==> src/rtl/dmem_load_ctrl_pkg.sv <==
// Shared load-control codes and small decode helpers for the data-memory load path.
// Any module that decodes alucontrol load codes imports this package.
package dmem_load_ctrl_pkg;

    localparam logic [5:0] LB_CONTROL  = 6'b100000;
    localparam logic [5:0] LH_CONTROL  = 6'b100001;
    localparam logic [5:0] LW_CONTROL  = 6'b100011;
    localparam logic [5:0] LBU_CONTROL = 6'b100100;
    localparam logic [5:0] LHU_CONTROL = 6'b100101;

    localparam logic [1:0] SIZE_BYTE = 2'd0;
    localparam logic [1:0] SIZE_HALF = 2'd1;
    localparam logic [1:0] SIZE_WORD = 2'd2;

    function automatic logic [1:0] load_size(input logic [5:0] ctrl);
        case (ctrl)
            LB_CONTROL, LBU_CONTROL: return SIZE_BYTE;
            LH_CONTROL, LHU_CONTROL: return SIZE_HALF;
            default:                 return SIZE_WORD;
        endcase
    endfunction

    function automatic logic load_misaligned(input logic [5:0] ctrl, input logic [1:0] lsb);
        case (ctrl)
            LH_CONTROL, LHU_CONTROL: return lsb[0];
            LW_CONTROL:              return |lsb;
            default:                 return 1'b0;
        endcase
    endfunction

endpackage

==> src/rtl/dmem_load_ctrl_load_align.sv <==
// Picks the addressed byte/half out of the bus read word and sign/zero extends it.
module load_align
    import dmem_load_ctrl_pkg::*;
(
    input  logic [31:0] rdata,
    input  logic [1:0]  addr,
    input  logic [5:0]  alucontrol,
    output logic [31:0] result
);

    logic [7:0]  w_byte;
    logic [15:0] w_half;

    always_comb begin
        w_byte = rdata[7:0];
        case (addr)
            2'b01:   w_byte = rdata[15:8];
            2'b10:   w_byte = rdata[23:16];
            2'b11:   w_byte = rdata[31:24];
            default: w_byte = rdata[7:0];
        endcase
        w_half = addr[1] ? rdata[31:16] : rdata[15:0];
    end

    always_comb begin
        result = rdata;
        case (alucontrol)
            LB_CONTROL:  result = {{24{w_byte[7]}}, w_byte};
            LBU_CONTROL: result = {24'b0, w_byte};
            LH_CONTROL:  result = {{16{w_half[15]}}, w_half};
            LHU_CONTROL: result = {16'b0, w_half};
            default:     result = rdata;
        endcase
    end

endmodule

==> src/rtl/dmem_load_ctrl.sv <==
// MEM-stage load controller: issues one bus read per aligned load, stalls the
// pipe until data returns, and discards data for loads flushed after acceptance.
module dmem_load_ctrl
    import dmem_load_ctrl_pkg::*;
(
    input  logic        clk,
    input  logic        resetn,
    input  logic        loadM,
    input  logic [5:0]  alucontrolM,
    input  logic [31:0] addressM,
    input  logic        flushM,
    output logic        data_req,
    output logic [31:0] data_addr,
    output logic [1:0]  data_size,
    input  logic        data_addr_ok,
    input  logic        data_data_ok,
    input  logic [31:0] data_rdata,
    output logic [31:0] readdataM,
    output logic        laddrerrM,
    output logic        stallreq
);

    typedef enum logic [1:0] {
        S_IDLE = 2'd0,
        S_REQ  = 2'd1,
        S_WAIT = 2'd2,
        S_DONE = 2'd3
    } state_t;

    state_t      r_state;
    logic        r_discard;
    logic        r_req;
    logic [31:0] r_addr;
    logic [5:0]  r_ctrl;
    logic [1:0]  r_size;
    logic [31:0] r_rdata;
    logic        w_start;
    logic [31:0] w_aligned;

    assign laddrerrM = loadM & load_misaligned(alucontrolM, addressM[1:0]);
    assign w_start   = (r_state == S_IDLE) & loadM & ~laddrerrM & ~flushM;
    // Start cycle stalls combinationally; resetn gates it so reset forces 0.
    assign stallreq  = resetn & (w_start | (r_state == S_REQ) | (r_state == S_WAIT));

    assign data_req  = r_req;
    assign data_addr = r_addr;
    assign data_size = r_size;
    assign readdataM = r_rdata;

    load_align u_align (
        .rdata      (data_rdata),
        .addr       (r_addr[1:0]),
        .alucontrol (r_ctrl),
        .result     (w_aligned)
    );

    always_ff @(posedge clk or negedge resetn) begin
        if (!resetn) begin
            r_state   <= S_IDLE;
            r_discard <= 1'b0;
            r_req     <= 1'b0;
            r_addr    <= 32'b0;
            r_ctrl    <= 6'b0;
            r_size    <= 2'b0;
            r_rdata   <= 32'b0;
        end else begin
            case (r_state)
                S_IDLE: begin
                    if (w_start) begin
                        r_state   <= S_REQ;
                        r_req     <= 1'b1;
                        r_discard <= 1'b0;
                        r_addr    <= addressM;
                        r_ctrl    <= alucontrolM;
                        r_size    <= load_size(alucontrolM);
                    end
                end
                S_REQ: begin
                    if (data_addr_ok) begin
                        r_req <= 1'b0;
                        if (data_data_ok) begin
                            if (flushM) begin
                                r_state <= S_IDLE;
                            end else begin
                                r_rdata <= w_aligned;
                                r_state <= S_DONE;
                            end
                        end else begin
                            r_state   <= S_WAIT;
                            r_discard <= flushM;
                        end
                    end else if (flushM) begin
                        // Not yet accepted by the bus, so it can simply be withdrawn.
                        r_req   <= 1'b0;
                        r_state <= S_IDLE;
                    end
                end
                S_WAIT: begin
                    if (data_data_ok) begin
                        if (r_discard | flushM) begin
                            r_state <= S_IDLE;
                        end else begin
                            r_rdata <= w_aligned;
                            r_state <= S_DONE;
                        end
                    end else if (flushM) begin
                        r_discard <= 1'b1;
                    end
                end
                S_DONE:  r_state <= S_IDLE;
                default: r_state <= S_IDLE;
            endcase
        end
    end

endmodule

==> config.mk <==
export PLATFORM = sky130hd
export DESIGN_NAME = dmem_load_ctrl
export DESIGN_NICKNAME = d
export VERILOG_FILES = /design/src/rtl/dmem_load_ctrl_pkg.sv /design/src/rtl/dmem_load_ctrl_load_align.sv /design/src/rtl/dmem_load_ctrl.sv
export SDC_FILE = /design/constraint.sdc
export NUM_CORES = 1
export LEC_CHECK = 0
export ABC_AREA = 0
export BUFFER_PORTS_ARGS = -buffer_cell sky130_fd_sc_hd__buf_2
export CAP_MARGIN = 40
export CORE_MARGIN = 2
export CORE_UTILIZATION = 41
export CTS_BUF_LIST = sky130_fd_sc_hd__clkbuf_2 sky130_fd_sc_hd__clkbuf_4 sky130_fd_sc_hd__clkbuf_8
export CTS_CLUSTER_SIZE = 28
export DETAILED_ROUTE_END_ITERATION = 8
export MAX_ROUTING_LAYER = met4
export PLACE_DENSITY = 0.69
export REMOVE_ABC_BUFFERS = 1
export SYNTH_ARGS = -nofsm -noshare
export SYNTH_HDL_FRONTEND = slang
export SYNTH_SLANG_ARGS = --single-unit
==> constraint.sdc <==
create_clock -name clk -period 3.5 [get_ports clk]
set_input_delay 0.7 -clock clk [delete_from_list [all_inputs] [get_ports clk]]
set_output_delay 0.7 -clock clk [all_outputs]
set_load 0.01 [all_outputs]
After elaboration in Yosys (flattened, before gate mapping)

Index checks and enable logic that the tools add are counted.

Bits of input ports: 76
Flip-flop bits (word level): 76
Logic and storage cells: 83

Bitwise logic cells: 10
Multiplexer cells: 29
Reduce and logical (&&, ||, !) cells: 12
Equal/unequal tests: 25

Operator list:

| operator             | count |
|---|---|
| $mux W32             | 5 |
| $pmux W32 S4         | 1 |
| $pmux W32 S2         | 1 |
| $eq A6 B6 Y1 const B | 9 |
| $pmux W8 S3          | 1 |
| $ne A2 B2 Y1 const B | 9 |
| $mux W16             | 1 |
| $mux W2              | 7 |
| $reduce_and A6 Y1    | 2 |
| $eq A2 B2 Y1 const B | 4 |
| $mux W1              | 8 |
| $pmux W2 S4          | 1 |
| $reduce_and A3 Y1    | 2 |
| $reduce_or A2 Y1     | 3 |
| $and A1 B1 Y1        | 5 |
| $eq A2 B1 Y1 const B | 2 |
| $pmux W1 S2          | 2 |
| $pmux W2 S2          | 1 |
| $reduce_bool A2 Y1   | 2 |
| $ne A3 B3 Y1 const B | 1 |
| $or A1 B1 Y1         | 3 |
| $pmux W1 S3          | 1 |
| $reduce_bool A3 Y1   | 1 |
| $logic_not A2 Y1     | 1 |
| 2 further kinds      | 3 |

Logic depth before layout (Yosys ltp)

Depth in word-level cells: 10
Gate-level depth with buffers: 9
Gate-level depth less buffers: 6

Cells and area by module

Synthesis repeated with hierarchy kept, for this count alone.

Cells, all modules: 326
Area total of the unflattened synthesis: 4241.6 sq um

Modules (own cells, without submodules):

| module         | instances | area each (sq um) | cells an instance |
|---|---|---|---|
| dmem_load_ctrl | 1         | 3226.8            | 198 |
| load_align     | 1         | 1014.7            | 128 |

Least setup slack after synthesis

Ideal clock, no wire load.

Path type: input-to-output
Start: in alucontrolM[4]
End: out stallreq
Arrival time: 1.831 ns
Slack: 0.969 ns
Required time: 2.800 ns
Buffers on the path: 2
Stages: 5
Path through: nand4bb_1 -> o311a_1 -> buf_6 -> buf_6 -> o31a_1

Cells in the longest elaborated chain, start to end: 10

RTL lines:

| what                         | line                     | source |
|---|---|---|
| from (decl)                  | dmem_load_ctrl.sv:9      | `input logic [5:0] alucontrolM,` |
| $eq A6 B6 Y1                 | dmem_load_ctrl_pkg.sv:24 | `case (ctrl)` |
| $reduce_or A2 Y1             | dmem_load_ctrl_pkg.sv:24 |  |
| $pmux W1 S2 *                | dmem_load_ctrl_pkg.sv:24 |  |
| $and A1 B1 Y1 *              | dmem_load_ctrl.sv:40     | `assign laddrerrM = loadM & load_misaligned(alucontrolM, addressM[1:0]);` |
| $not A1 Y1 *                 | dmem_load_ctrl.sv:41     | `assign w_start = (r_state == S_IDLE) & loadM & ~laddrerrM & ~flushM;` |
| $and A1 B1 Y1 * (2 in a row) | dmem_load_ctrl.sv:41     |  |
| $or A1 B1 Y1 * (2 in a row)  | dmem_load_ctrl.sv:43     | `assign stallreq = resetn & (w_start \| (r_state == S_REQ) \| (r_state == S_WAIT));` |
| $and A1 B1 Y1 *              | dmem_load_ctrl.sv:43     |  |
| to (decl)                    | dmem_load_ctrl.sv:20     | `output logic stallreq` |

Every way passes the cells marked *; elsewhere a longest branch is shown, timed or not.

Final worst setup path

Same ends and word-level chain as after synthesis.

==> impl_results.md <==
- Status: finished clean
- # fillers: 857
- Layout Cells excl Fill: 603
- CP cell instances: buf_2 > nand4bb_1 > o311a_2 > o31a_1 > buf_2
- Slew margin rel.: 51.5%
- Post-layout worst setup margin: 0.867 ns
- Critical path's top delay family: compound AO/OA/AOI/OAI gates
- Post-CTS sizing: 0
- DR WL/cell: 16.2 um
- Largest net degree at the start of global routing: 65
- Crit Path Class: input pin to output pin
- Die W: 101 um
- Hold Buf Count CTS: 0
- Clock slew at reported path FFs: 0.08 ns
- Critical Path AT: 1.93 ns
- CP Buf/Inv Count: 2
- Hold Path Class: input pin to async pin
- GP Congestion: 0.890
- Port bufs: 144
- Cells after synthesis: 349
- Initial DRC Count: 90
- H-tree level count: 3
- Layout cells sized above 1: 44.1%
- Worst slew pin tran: 0.728 ns
- Worst Setup SP: alucontrolM[4]
- Yosys warns: 0
- DRT Wirelength: 9770 um
- CP required: 2.80 ns
- DR pass1 iterations: 4
- DP HPWL: 6930 um
- Die area: 0.0101 sq mm
- Clock Latency Late Sink: 0.34 ns
- Routed Antenna Nets: 0
- Setup violations, final: 0
- TNS Setup: 0 ns
- Power, Total: 4.03 mW
- CTS tree: yes
- Clock Sink Count: 76
- CP Launch Type: input pin
- Fin crit period: 2.63 ns
- Vias in the first global route: 3069
- Die height: 101 um
- Post-route clock skew: 0.0101 ns
- Vias/cell: 5.30
- Final net count: 566
- Crit. End Element: output pin
- CP max FO: 4
- Final hold violations: 0
- Ant. Diodes: 0
- Max Cap Viol: 0
- DRC Markers: 0
- Global-route wire length before repair: 15400 um
- Crit-path slowest cell: o311a_2
- Row cnt: 35
- Initial antenna violation count: 0
- Grt total ovfl: 0
- Core area: 0.00915 sq mm
- I/O pins: 145
- Post-Place Setup Slack: 0.858 ns
- Crit-path max cell delay: 0.45 ns
- P per Cell Area: 840 mW/mm^2
- Tcrit/Tclk final: 75.2%
- Via count: 3193
- Total Routing Usage GR: 20.0%
- RSZ-0062 raised after global routing: false
- Max Slew Vio Count: 0
- Max Root-Sink Buffers: 2
- Root buffer cell: clkbuf_8
- Fmax: 380 MHz
- Layout Area Growth over Synthesis: 25.5%
- #FFs+latches synth: 76
- Crit-path most repeated cell: buf_2
- Cell variety after synth: 43
- # Post-CTS Setup Buffers: 0
- Worst reg2reg startpoint: r_state[1]
- Clock buffer count from CTS: 9
- Sequential-to-total area share from yosys stat: 49.8%
- LEAKAGE: 2.23 nW
- VDD IR max: 0.413 mV
- Initial Util: 41.7%
- Mean Syn Cell Area: 10.9 sq um
- Dpl cells: 587
- Synthesized cell area: 0.00382 sq mm
## state kept, by name, indices dropped and copies added (netlist names)
signal     flops
readdataM     32
data_req       1
data_size      2
r_state        2
r_discard      1
r_ctrl         6
data_addr     32
## metal layers
metal	up-vias	track usage, %	routed length [um]
met1	1524	28.1	4520
met4	0	5.80	61
li1	1535	-	-
met2	129	29.9	4550
met3	5	3.61	643
met5	-	-	0
## cell families (layout without fill, tap and decap cells)
family	Yosys count	in the layout	synth area share, %
AO/OA/AOI/OAI	91	91	13.8
flip-flops	76	76	49.8
buffers and inverters	32	175	5.11
adder cells (fa/ha/maj)	3	3	0.982
AND/OR/NAND/NOR	95	95	12.9
multiplexers	52	52	17.4
## metrics by stage
stage / instance area, sq um / util (%) / hold slack, ns
after floorplan: 3650 / - / 0.404
after global placement: 4580 / 50.1 / 0.461
after detailed placement: 4620 / 50.5 / 0.470
after CTS: 4800 / 52.4 / 0.279
after global routing: 4800 / 52.4 / 0.284
final: 4800 / 52.4 / 0.291
## Yosys cell counts (all sizes together)
| cell type | count | area share, % |
|---|---|---|
| o31a | 1 | 0.23 |
| o22a | 1 | 0.23 |
| and2 | 6 | 0.98 |
| nor4b | 3 | 0.69 |
| nand2b | 7 | 1.1 |
| o31ai | 1 | 0.20 |
| a21o | 1 | 0.20 |
| a31oi | 1 | 0.16 |
| a21oi | 57 | 7.5 |
| clkbuf | 10 | 0.98 |
| a22o | 1 | 0.23 |
| nand4bb | 1 | 0.29 |
| and3 | 5 | 0.82 |
| o32ai | 1 | 0.23 |
| o22ai | 4 | 0.65 |
| nand3 | 13 | 1.7 |
| o21ai | 12 | 1.7 |
| nand4 | 1 | 0.16 |
| or3b | 2 | 0.46 |
| a22oi | 1 | 0.20 |
| o32a | 1 | 0.26 |
| mux4 | 3 | 1.9 |
| inv | 6 | 0.59 |
| a32oi | 5 | 1.1 |
| buf | 16 | 3.5 |
| nor2b | 7 | 1.1 |
| mux2 | 41 | 13 |
| nand2 | 10 | 0.98 |
| o311a | 1 | 0.26 |
| nand4b | 2 | 0.46 |
| or4b | 1 | 0.26 |
| mux2i | 8 | 2.1 |
| nor2 | 36 | 3.5 |
| a221oi | 3 | 0.69 |
| dfrtp | 76 | 50 |
| ha | 3 | 0.98 |
| and4b | 1 | 0.26 |
## cells in the final DEF, fill, tap and decap left out, types with 4 or more instances in the layout
cell type  Yosys  routed
buf_2          6     143
dfrtp_1       76      76
a21oi_1       57      57
nor2_1        36      36
mux2_2        27      27
mux2_4        14      14
nand3_1       13      13
o21ai_0       11      11
nand2_1       10      10
clkbuf_8       0       9
mux2i_1        8       8
nor2b_1        7       7
nand2b_1       7       7
buf_4          2       7
inv_1          6       6
and3_1         5       5
a32oi_1        5       5
and2_0         4       4
o22ai_1        4       4
## power breakdown
group / leakage, nW / internal [mW] / total [mW] / switching (mW)
combinational: 1.26 / 0.892 / 1.83 / 0.943
sequential: 0.882 / 1.31 / 1.58 / 0.271
clock: 0.0828 / 0.275 / 0.616 / 0.340
## final timing paths
path	slack [ns]	end	cells after the start
setup / recovery	0.87	stallreq	5
hold / removal	0.29	data_req	2
setup reg to reg	1.07	readdataM[14]	6
hold reg to reg	0.49	readdataM[8]	2
max in group asynchronous	2.64	data_addr[7]	3
min in group clk	0.49	readdataM[8]	2
## cell type report
cell class / instances / area, sq um / area share, %
clock inverter: 5 / 36.3 / 0.756
clock buffer: 11 / 139 / 2.90
sequential: 76 / 1900 / 39.6
timing repair buffer: 153 / 827 / 17.2
tap: 111 / 139 / 2.90
inverter: 6 / 22.5 / 0.469
multi-input combinational: 241 / 1730 / 36.1
Power figures use the tool's default switching activity.
